[config.mk]
export PLATFORM = sky130hd
export DESIGN_NAME = score_leaderboard_flat
export DESIGN_NICKNAME = d
export VERILOG_FILES = /design/src/rtl/score_leaderboard_pkg.sv /design/src/rtl/score_leaderboard_if.sv /design/src/rtl/score_leaderboard_rank_insert.sv /design/src/rtl/score_leaderboard.sv /design/src/flat_wrapper.sv
export SDC_FILE = /design/constraint.sdc
export NUM_CORES = 1
export LEC_CHECK = 0
export CELL_PAD_IN_SITES_DETAIL_PLACEMENT = 1
export CELL_PAD_IN_SITES_GLOBAL_PLACEMENT = 2
export CORE_MARGIN = 4
export CORE_UTILIZATION = 33
export DETAILED_ROUTE_END_ITERATION = 16
export PLACE_DENSITY = 0.74
export SETUP_SLACK_MARGIN = 0.4
export SYNTH_ARGS = -nofsm -noshare
export SYNTH_HDL_FRONTEND = slang
export SYNTH_SLANG_ARGS = --single-unit
[constraint.sdc]
create_clock -name clk -period 3.5 [get_ports clk]
set_clock_uncertainty 0.15 [all_clocks]
set_input_delay 0.7 -clock clk [delete_from_list [all_inputs] [get_ports clk]]
set_output_delay 0.7 -clock clk [all_outputs]
set_load 0.03 [all_outputs]
[src/rtl/score_leaderboard_pkg.sv]
// Shared types for the leaderboard: controller state encoding and width helpers
// used by every file that sizes player ids or leaderboard ranks.
package score_pkg;

  typedef enum logic [2:0] {
    ST_IDLE,
    ST_LOOKUP,
    ST_COMPARE,
    ST_INSERT,
    ST_REPORT
  } state_t;

  function automatic int pid_w(input int num_players);
    return (num_players <= 2) ? 1 : $clog2(num_players);
  endfunction

  function automatic int rank_w(input int rank_depth);
    return $clog2(rank_depth + 1);
  endfunction

endpackage

[src/rtl/score_leaderboard_if.sv]
// Submission handshake and result pulse between the game core (master) and the
// leaderboard (slave).
interface score_leaderboard_if #(
  parameter int PID_W   = 2,
  parameter int SCORE_W = 15,
  parameter int RANK_W  = 2
);
  logic               sub_valid;
  logic               sub_ready;
  logic [PID_W-1:0]   sub_pid;
  logic [SCORE_W-1:0] sub_score;
  logic               res_valid;
  logic               res_personal;
  logic               res_global;
  logic [RANK_W-1:0]  res_rank;

  modport master (
    output sub_valid, sub_pid, sub_score,
    input  sub_ready, res_valid, res_personal, res_global, res_rank
  );

  modport slave (
    input  sub_valid, sub_pid, sub_score,
    output sub_ready, res_valid, res_personal, res_global, res_rank
  );
endinterface

[src/rtl/score_leaderboard_rank_insert.sv]
// Combinational leaderboard insert: finds the first slot a score strictly beats
// (or an empty slot) and builds the shifted board image; a zero score never ranks.
module rank_insert
  import score_pkg::*;
#(
  parameter int NUM_PLAYERS = 4,
  parameter int SCORE_W     = 15,
  parameter int RANK_DEPTH  = 3,
  localparam int PID_W      = pid_w(NUM_PLAYERS),
  localparam int RANK_W     = rank_w(RANK_DEPTH),
  localparam int ENTRY_W    = 1 + PID_W + SCORE_W
) (
  input  logic [RANK_DEPTH-1:0][ENTRY_W-1:0] i_board,
  input  logic [PID_W-1:0]                   i_pid,
  input  logic [SCORE_W-1:0]                 i_score,
  output logic [RANK_W-1:0]                  o_pos,
  output logic [RANK_DEPTH-1:0][ENTRY_W-1:0] o_board
);

  typedef struct packed {
    logic               valid;
    logic [PID_W-1:0]   pid;
    logic [SCORE_W-1:0] score;
  } entry_t;

  entry_t [RANK_DEPTH-1:0] w_in;
  entry_t [RANK_DEPTH-1:0] w_out;
  logic                    w_hit;

  assign w_in    = i_board;
  assign o_board = w_out;

  always_comb begin
    w_hit = 1'b0;
    o_pos = RANK_W'(RANK_DEPTH);
    for (int i = 0; i < RANK_DEPTH; i++) begin
      if (!w_hit && i_score != '0 && (!w_in[i].valid || i_score > w_in[i].score)) begin
        w_hit = 1'b1;
        o_pos = RANK_W'(i);
      end
    end

    // Entries below the insertion point slide down one slot; the last one falls off.
    w_out = w_in;
    for (int i = 0; i < RANK_DEPTH; i++) begin
      if (w_hit && i == int'(o_pos)) begin
        w_out[i] = '{valid: 1'b1, pid: i_pid, score: i_score};
      end else if (w_hit && i > int'(o_pos)) begin
        w_out[i] = w_in[(i == 0) ? 0 : i - 1];
      end
    end
  end

endmodule

[src/rtl/score_leaderboard.sv]
// Per-player best score and top-K leaderboard; result pulse 4 cycles after accept.
// sub_ready is high only in IDLE, so one submission is taken every 5 cycles at most.
module score_leaderboard
  import score_pkg::*;
#(
  parameter int NUM_PLAYERS = 4,
  parameter int SCORE_W     = 15,
  parameter int RANK_DEPTH  = 3,
  localparam int PID_W      = pid_w(NUM_PLAYERS),
  localparam int RANK_W     = rank_w(RANK_DEPTH)
) (
  input  logic                clk,
  input  logic                rst,
  score_leaderboard_if.slave  bus,
  input  logic                clr_all,
  input  logic [PID_W-1:0]    qry_pid,
  output logic [SCORE_W-1:0]  qry_best,
  output logic [SCORE_W-1:0]  top_score,
  output logic [PID_W-1:0]    top_pid
);

  typedef struct packed {
    logic               valid;
    logic [PID_W-1:0]   pid;
    logic [SCORE_W-1:0] score;
  } entry_t;

  state_t                  r_state;
  logic [PID_W-1:0]        r_pid;
  logic [SCORE_W-1:0]      r_score;
  logic                    r_pid_ok;
  logic [SCORE_W-1:0]      r_best [NUM_PLAYERS];
  logic [SCORE_W-1:0]      r_best_cur;
  entry_t [RANK_DEPTH-1:0] r_board;
  logic [RANK_W-1:0]       r_pos;
  logic                    r_personal;
  logic                    r_global;
  logic                    r_res_valid;
  logic                    r_res_personal;
  logic                    r_res_global;
  logic [RANK_W-1:0]       r_res_rank;
  logic [SCORE_W-1:0]      r_qry_best;

  entry_t [RANK_DEPTH-1:0] w_next_board;
  logic [RANK_W-1:0]       w_pos;
  logic [SCORE_W-1:0]      w_eff_score;
  logic                    w_sub_pid_ok;
  logic                    w_qry_ok;

  assign w_sub_pid_ok = int'(bus.sub_pid) < NUM_PLAYERS;
  assign w_qry_ok     = int'(qry_pid) < NUM_PLAYERS;
  // An out-of-range player ranks like a zero score: never inserted.
  assign w_eff_score  = r_pid_ok ? r_score : '0;

  rank_insert #(
    .NUM_PLAYERS (NUM_PLAYERS),
    .SCORE_W     (SCORE_W),
    .RANK_DEPTH  (RANK_DEPTH)
  ) u_rank_insert (
    .i_board (r_board),
    .i_pid   (r_pid),
    .i_score (w_eff_score),
    .o_pos   (w_pos),
    .o_board (w_next_board)
  );

  always_ff @(posedge clk) begin
    if (rst) begin
      r_state        <= ST_IDLE;
      r_pid          <= '0;
      r_score        <= '0;
      r_pid_ok       <= 1'b0;
      r_best         <= '{default: '0};
      r_best_cur     <= '0;
      r_board        <= '0;
      r_pos          <= RANK_W'(RANK_DEPTH);
      r_personal     <= 1'b0;
      r_global       <= 1'b0;
      r_res_valid    <= 1'b0;
      r_res_personal <= 1'b0;
      r_res_global   <= 1'b0;
      r_res_rank     <= RANK_W'(RANK_DEPTH);
      r_qry_best     <= '0;
    end else begin
      r_res_valid <= 1'b0;
      r_qry_best  <= w_qry_ok ? r_best[qry_pid] : '0;
      case (r_state)
        ST_IDLE: begin
          if (bus.sub_valid) begin
            r_pid    <= bus.sub_pid;
            r_score  <= bus.sub_score;
            r_pid_ok <= w_sub_pid_ok;
            r_state  <= ST_LOOKUP;
          end else if (clr_all) begin
            r_best  <= '{default: '0};
            r_board <= '0;
          end
        end
        ST_LOOKUP: begin
          r_best_cur <= r_pid_ok ? r_best[r_pid] : '0;
          r_pos      <= w_pos;
          r_state    <= ST_COMPARE;
        end
        ST_COMPARE: begin
          r_personal <= r_pid_ok && (r_score > r_best_cur);
          if (r_pid_ok && r_score > r_best_cur) begin
            r_best[r_pid] <= r_score;
          end
          r_global <= (r_pos == '0);
          r_state  <= ST_INSERT;
        end
        ST_INSERT: begin
          // The board has not moved since LOOKUP, so the insert image is still valid.
          if (r_pos != RANK_W'(RANK_DEPTH)) begin
            r_board <= w_next_board;
          end
          r_res_valid    <= 1'b1;
          r_res_personal <= r_personal;
          r_res_global   <= r_global;
          r_res_rank     <= r_pos;
          r_state        <= ST_REPORT;
        end
        ST_REPORT: r_state <= ST_IDLE;
        default:   r_state <= ST_IDLE;
      endcase
    end
  end

  assign bus.sub_ready    = (r_state == ST_IDLE);
  assign bus.res_valid    = r_res_valid;
  assign bus.res_personal = r_res_personal;
  assign bus.res_global   = r_res_global;
  assign bus.res_rank     = r_res_rank;
  assign qry_best         = r_qry_best;
  assign top_score        = r_board[0].valid ? r_board[0].score : '0;
  assign top_pid          = r_board[0].valid ? r_board[0].pid : '0;

endmodule
[src/flat_wrapper.sv]
// flat-port wrapper written by rule: the top's interface ports become plain ports
module score_leaderboard_flat import score_pkg::*;
#(
  parameter int NUM_PLAYERS = 4,
  parameter int SCORE_W     = 15,
  parameter int RANK_DEPTH  = 3,
  localparam int PID_W      = pid_w(NUM_PLAYERS),
  localparam int RANK_W     = rank_w(RANK_DEPTH)
)
  (clk, rst, clr_all, qry_pid, qry_best, top_score, top_pid, bus_sub_valid, bus_sub_pid, bus_sub_score, bus_sub_ready, bus_res_valid, bus_res_personal, bus_res_global, bus_res_rank);
  score_leaderboard_if #(.SCORE_W(SCORE_W)) bus_i ();
  input  logic clk;
  input  logic rst;
  input  logic clr_all;
  input  logic [PID_W-1:0] qry_pid;
  output logic [SCORE_W-1:0] qry_best;
  output logic [SCORE_W-1:0] top_score;
  output logic [PID_W-1:0] top_pid;
  input wire logic [$bits(bus_i.sub_valid)-1:0] bus_sub_valid;
  input wire logic [$bits(bus_i.sub_pid)-1:0] bus_sub_pid;
  input wire logic [$bits(bus_i.sub_score)-1:0] bus_sub_score;
  output wire logic [$bits(bus_i.sub_ready)-1:0] bus_sub_ready;
  output wire logic [$bits(bus_i.res_valid)-1:0] bus_res_valid;
  output wire logic [$bits(bus_i.res_personal)-1:0] bus_res_personal;
  output wire logic [$bits(bus_i.res_global)-1:0] bus_res_global;
  output wire logic [$bits(bus_i.res_rank)-1:0] bus_res_rank;
  assign bus_i.sub_valid = bus_sub_valid;
  assign bus_i.sub_pid = bus_sub_pid;
  assign bus_i.sub_score = bus_sub_score;
  assign bus_sub_ready = bus_i.sub_ready;
  assign bus_res_valid = bus_i.res_valid;
  assign bus_res_personal = bus_i.res_personal;
  assign bus_res_global = bus_i.res_global;
  assign bus_res_rank = bus_i.res_rank;
  score_leaderboard #(.NUM_PLAYERS(NUM_PLAYERS), .SCORE_W(SCORE_W), .RANK_DEPTH(RANK_DEPTH)) u_core (.clk(clk), .rst(rst), .bus(bus_i), .clr_all(clr_all), .qry_pid(qry_pid), .qry_best(qry_best), .top_score(top_score), .top_pid(top_pid));
endmodule
==> metrics.txt <==
main combinational cell family by area after synthesis simple AND/OR/NAND/NOR gates; r2r worst-path depth 13; reg2reg start u_core.r_pid_ok; relative slew slack 36.8%; # fillers 2979; DR vias/cell 5.27; internal power 3.20 mW; First-pass DRT Iterations 5; CP Data Required Time 3.72 ns; Hold Crit Depth 2; Tot GR Track Use 19.5%; post-synthesis mux area share 11.5%; fraction of registers with async set/reset 0%; clock-pin slew on the worst setup and hold paths 0.08 ns; DPL Wire Length 19.4 mm; CTS tree yes; initial core utilization 33.4%; number of global-route vias before repair 7834; Seq cells post-synth 170; power per cell area 422 nW/um^2; Sw Share 31.1%; GRT met1 Usage 25.2%; Die Width 170 um; Final Setup Violations 0; Final Max Tran Viols 0; Rows 59; synth warn 0; Hold Crit Start u_core.r_board[16]; Nets 1139; grt met3 use 3.23%; Syn Nets 1054; Post-synth EDFFs 0; Final TNS setup 0 ns; area grow syn2layout 26.6%; port bufs 60; reg-to-reg slack, setup 0.38 ns; Crit Reg-Reg Endpoint u_core.r_board[36]; Main synth FF type dfxtp_1; net switching power 1.44 mW; largest buffer count on any clock path 2; Synth area leader dfxtp_1; CTS Hold Buffers Added 0; post-synthesis cell count 985; worst hold endpoint u_core.r_board[16]; post-synthesis simple-gate area fraction 19.4%; CP Class reg2reg; first-pass GRT wire length 44.4 mm; Die Span Y 170 um; Worst setup SP type flip-flop; slew of the pin with the lowest slew margin 0.947 ns; top post-synthesis cells by area dfxtp_1, mux4_2, nand2_1; Design Power 4.64 mW; post-layout min period 3.12 ns; wirelength, routed 28.9 mm; die footprint 29000 um^2; wire per inst 20.3 um; Inserted Diodes 0; Post-Synth Adder-Cell Area 6.86%; sequential power share 43.1%; worst endpoint data arrival time 3.34 ns; Iter 0 DRT Violations 413; crit end category flip-flop; Synth cell types 66; cts bufs inserted 17; Worst VDD drop 0.000271 V; Cell Area, Synth 8690 um^2; number of max-cap violations 0; Clk pwr share 42.0%; worst-skew pair later-pin latency 0.44 ns; Synth Area in XOR/XNOR 0.605%; met2 global-route usage 34.7%; grt peak-use layer met2; RSZ-0062 raised after global routing true; Synth Area in Compound Gates 17.0%; fin crit share 89.1%; Mean Syn Cell Area 8.82 um^2; share of layout cells above drive strength 1 18.9%; core area 26000 um^2; Critical Path Fanout Max 15; largest net degree at the start of global routing 55; status completed; Seq/Total Area, Yosys 39.2%; Vias 7475; total grt overflow 0; initial antenna violation count 0; post-synth top area share 39.2%; Top Ports 61; Remaining DRCs 0; fmax 321 MHz; Final ANT Viol Nets 0; number of hold violations in the final report 0; Hold Path Class reg2reg; Comb power frac 14.9%; GPL Wtd Cong 0.792; CTS root buf clkbuf_16; H-tree levels 4; CTS sink count 170; P_leak 3.92 nW
## cell families (layout without fill, tap and decap cells)
family / count (synthesis) / in the layout
flops: 170 / 170
buf+inv: 119 / 217
xor+xnor: 6 / 6
compound gates: 234 / 234
simple gates: 346 / 346
fa+ha+maj: 48 / 48
mux: 62 / 62
## state kept, by name (all words and copies together) (netlist names), 2 cells and up
name	count
u_core.r_score	15
u_core.r_best	60
u_core.qry_best	15
u_core.r_pid	2
u_core.r_board	50
u_core.r_best_cur	15
u_core.r_state	3
u_core.bus.res_rank	2
u_core.r_pos	2
## synthesized netlist by cell type, types with 7 or more instances
cell type,count
nor3_1,8
clkbuf_1,39
ha_1,46
o21ai_0,89
nand2_1,155
nand4_1,7
buf_1,7
o22ai_2,10
a21oi_1,56
buf_2,15
o22ai_1,7
nand2b_1,29
mux4_2,30
nor2b_1,23
and2_1,31
mux2i_1,31
inv_1,55
nand3_1,29
a22oi_1,15
nor2_1,36
dfxtp_1,170
## worst max-delay path by stage
stage / from / endpoint / slack (ns)
floorplan: u_core.r_pid_ok / u_core.r_board[44] / 0.40
detailed placement: u_core.r_pid_ok / u_core.r_board[50] / 0.16
CTS: u_core.r_pid_ok / u_core.r_board[36] / 0.37
global placement: u_core.r_pid_ok / u_core.r_board[50] / 0.24
finish: u_core.r_pid_ok / u_core.r_board[36] / 0.38
global route: u_core.r_pid_ok / u_core.r_board[16] / 0.27
## critical path, cell delays in order, from the launching register on
cell	delay, ns
dfxtp_4	0.42
clkinv_4	0.07
nor2_4	0.12
inv_2	0.06
ha_1	0.20
nand2b_1	0.16
maj3_1	0.36
o22ai_1	0.13
nand3_1	0.09
a211o_1	0.35
nor3b_4	0.17
or4_4	0.44
buf_12	0.18
o22ai_1	0.13
## per-stage QoR
stage               area (um^2)  worst slack, ns  std cells  util, %  hold slack, ns
floorplan                  8780            0.402        985        -           0.277
finish                    11000            0.382       1418     42.3           0.313
CTS                       10600            0.370       1403     40.9           0.317
global route              11000            0.271       1418     42.3           0.341
detailed placement         9920            0.156       1366     38.2           0.306
global placement           9920            0.244       1366     38.2           0.294
## cells in the final DEF, fill, tap and decap left out, drive strengths merged, types with 5 or more instances in the layout
master,n
clkinv,10
nand2,155
ha,46
clkdlybuf4s50,59
mux2i,31
mux4,30
xnor2,6
inv,61
nand2b,29
nor2b,23
nand3,29
nand4,7
clkbuf,18
a21oi,56
nor2,36
buf,69
a22oi,15
o22ai,17
dfxtp,170
o21ai,91
and2,31
a21boi,5
and3,5
a21o,6
nor3,9
## per-layer routing
metal,routed length [um],vias to the layer above,share of wire [%]
met5,0,-,0
met4,289,0,1.0
met3,603,18,2.1
met2,14800,90,51
met1,13200,3743,46
li1,-,3624,-
## final cells by class
| class | count | area, um^2 | share of cell area (%) |
|---|---|---|---|
| Tap cell | 335 | 419 | 3.81 |
| Clock buffer | 17 | 425 | 3.87 |
| Sequential cell | 170 | 3410 | 31.0 |
| Clock inverter | 15 | 180 | 1.64 |
| Timing Repair Buffer | 129 | 1210 | 11.0 |
| Multi-Input combinational cell | 696 | 5140 | 46.7 |
| Inverter | 56 | 215 | 1.96 |
## repair_timing
action | 4_1_cts | 5_1_grt
setup buffers | 5 | 11
cloned | 0 | 4
setup endpoints to repair | 50 | 67
pin swaps | 5 | 21
resized for setup | 15 | 66
## power groups by stage
stage               clock network, mW  registers [mW]  logic [mW]
floorplan                           0            2.03       0.376
global placement                    0            2.05       0.602
detailed placement                  0            2.05       0.606
CTS                              2.00            2.00       0.630
global route                     2.09            2.01       0.747
finish                           1.95            2.00       0.690
No activity file was read; power rests on OpenSTA's default activity.
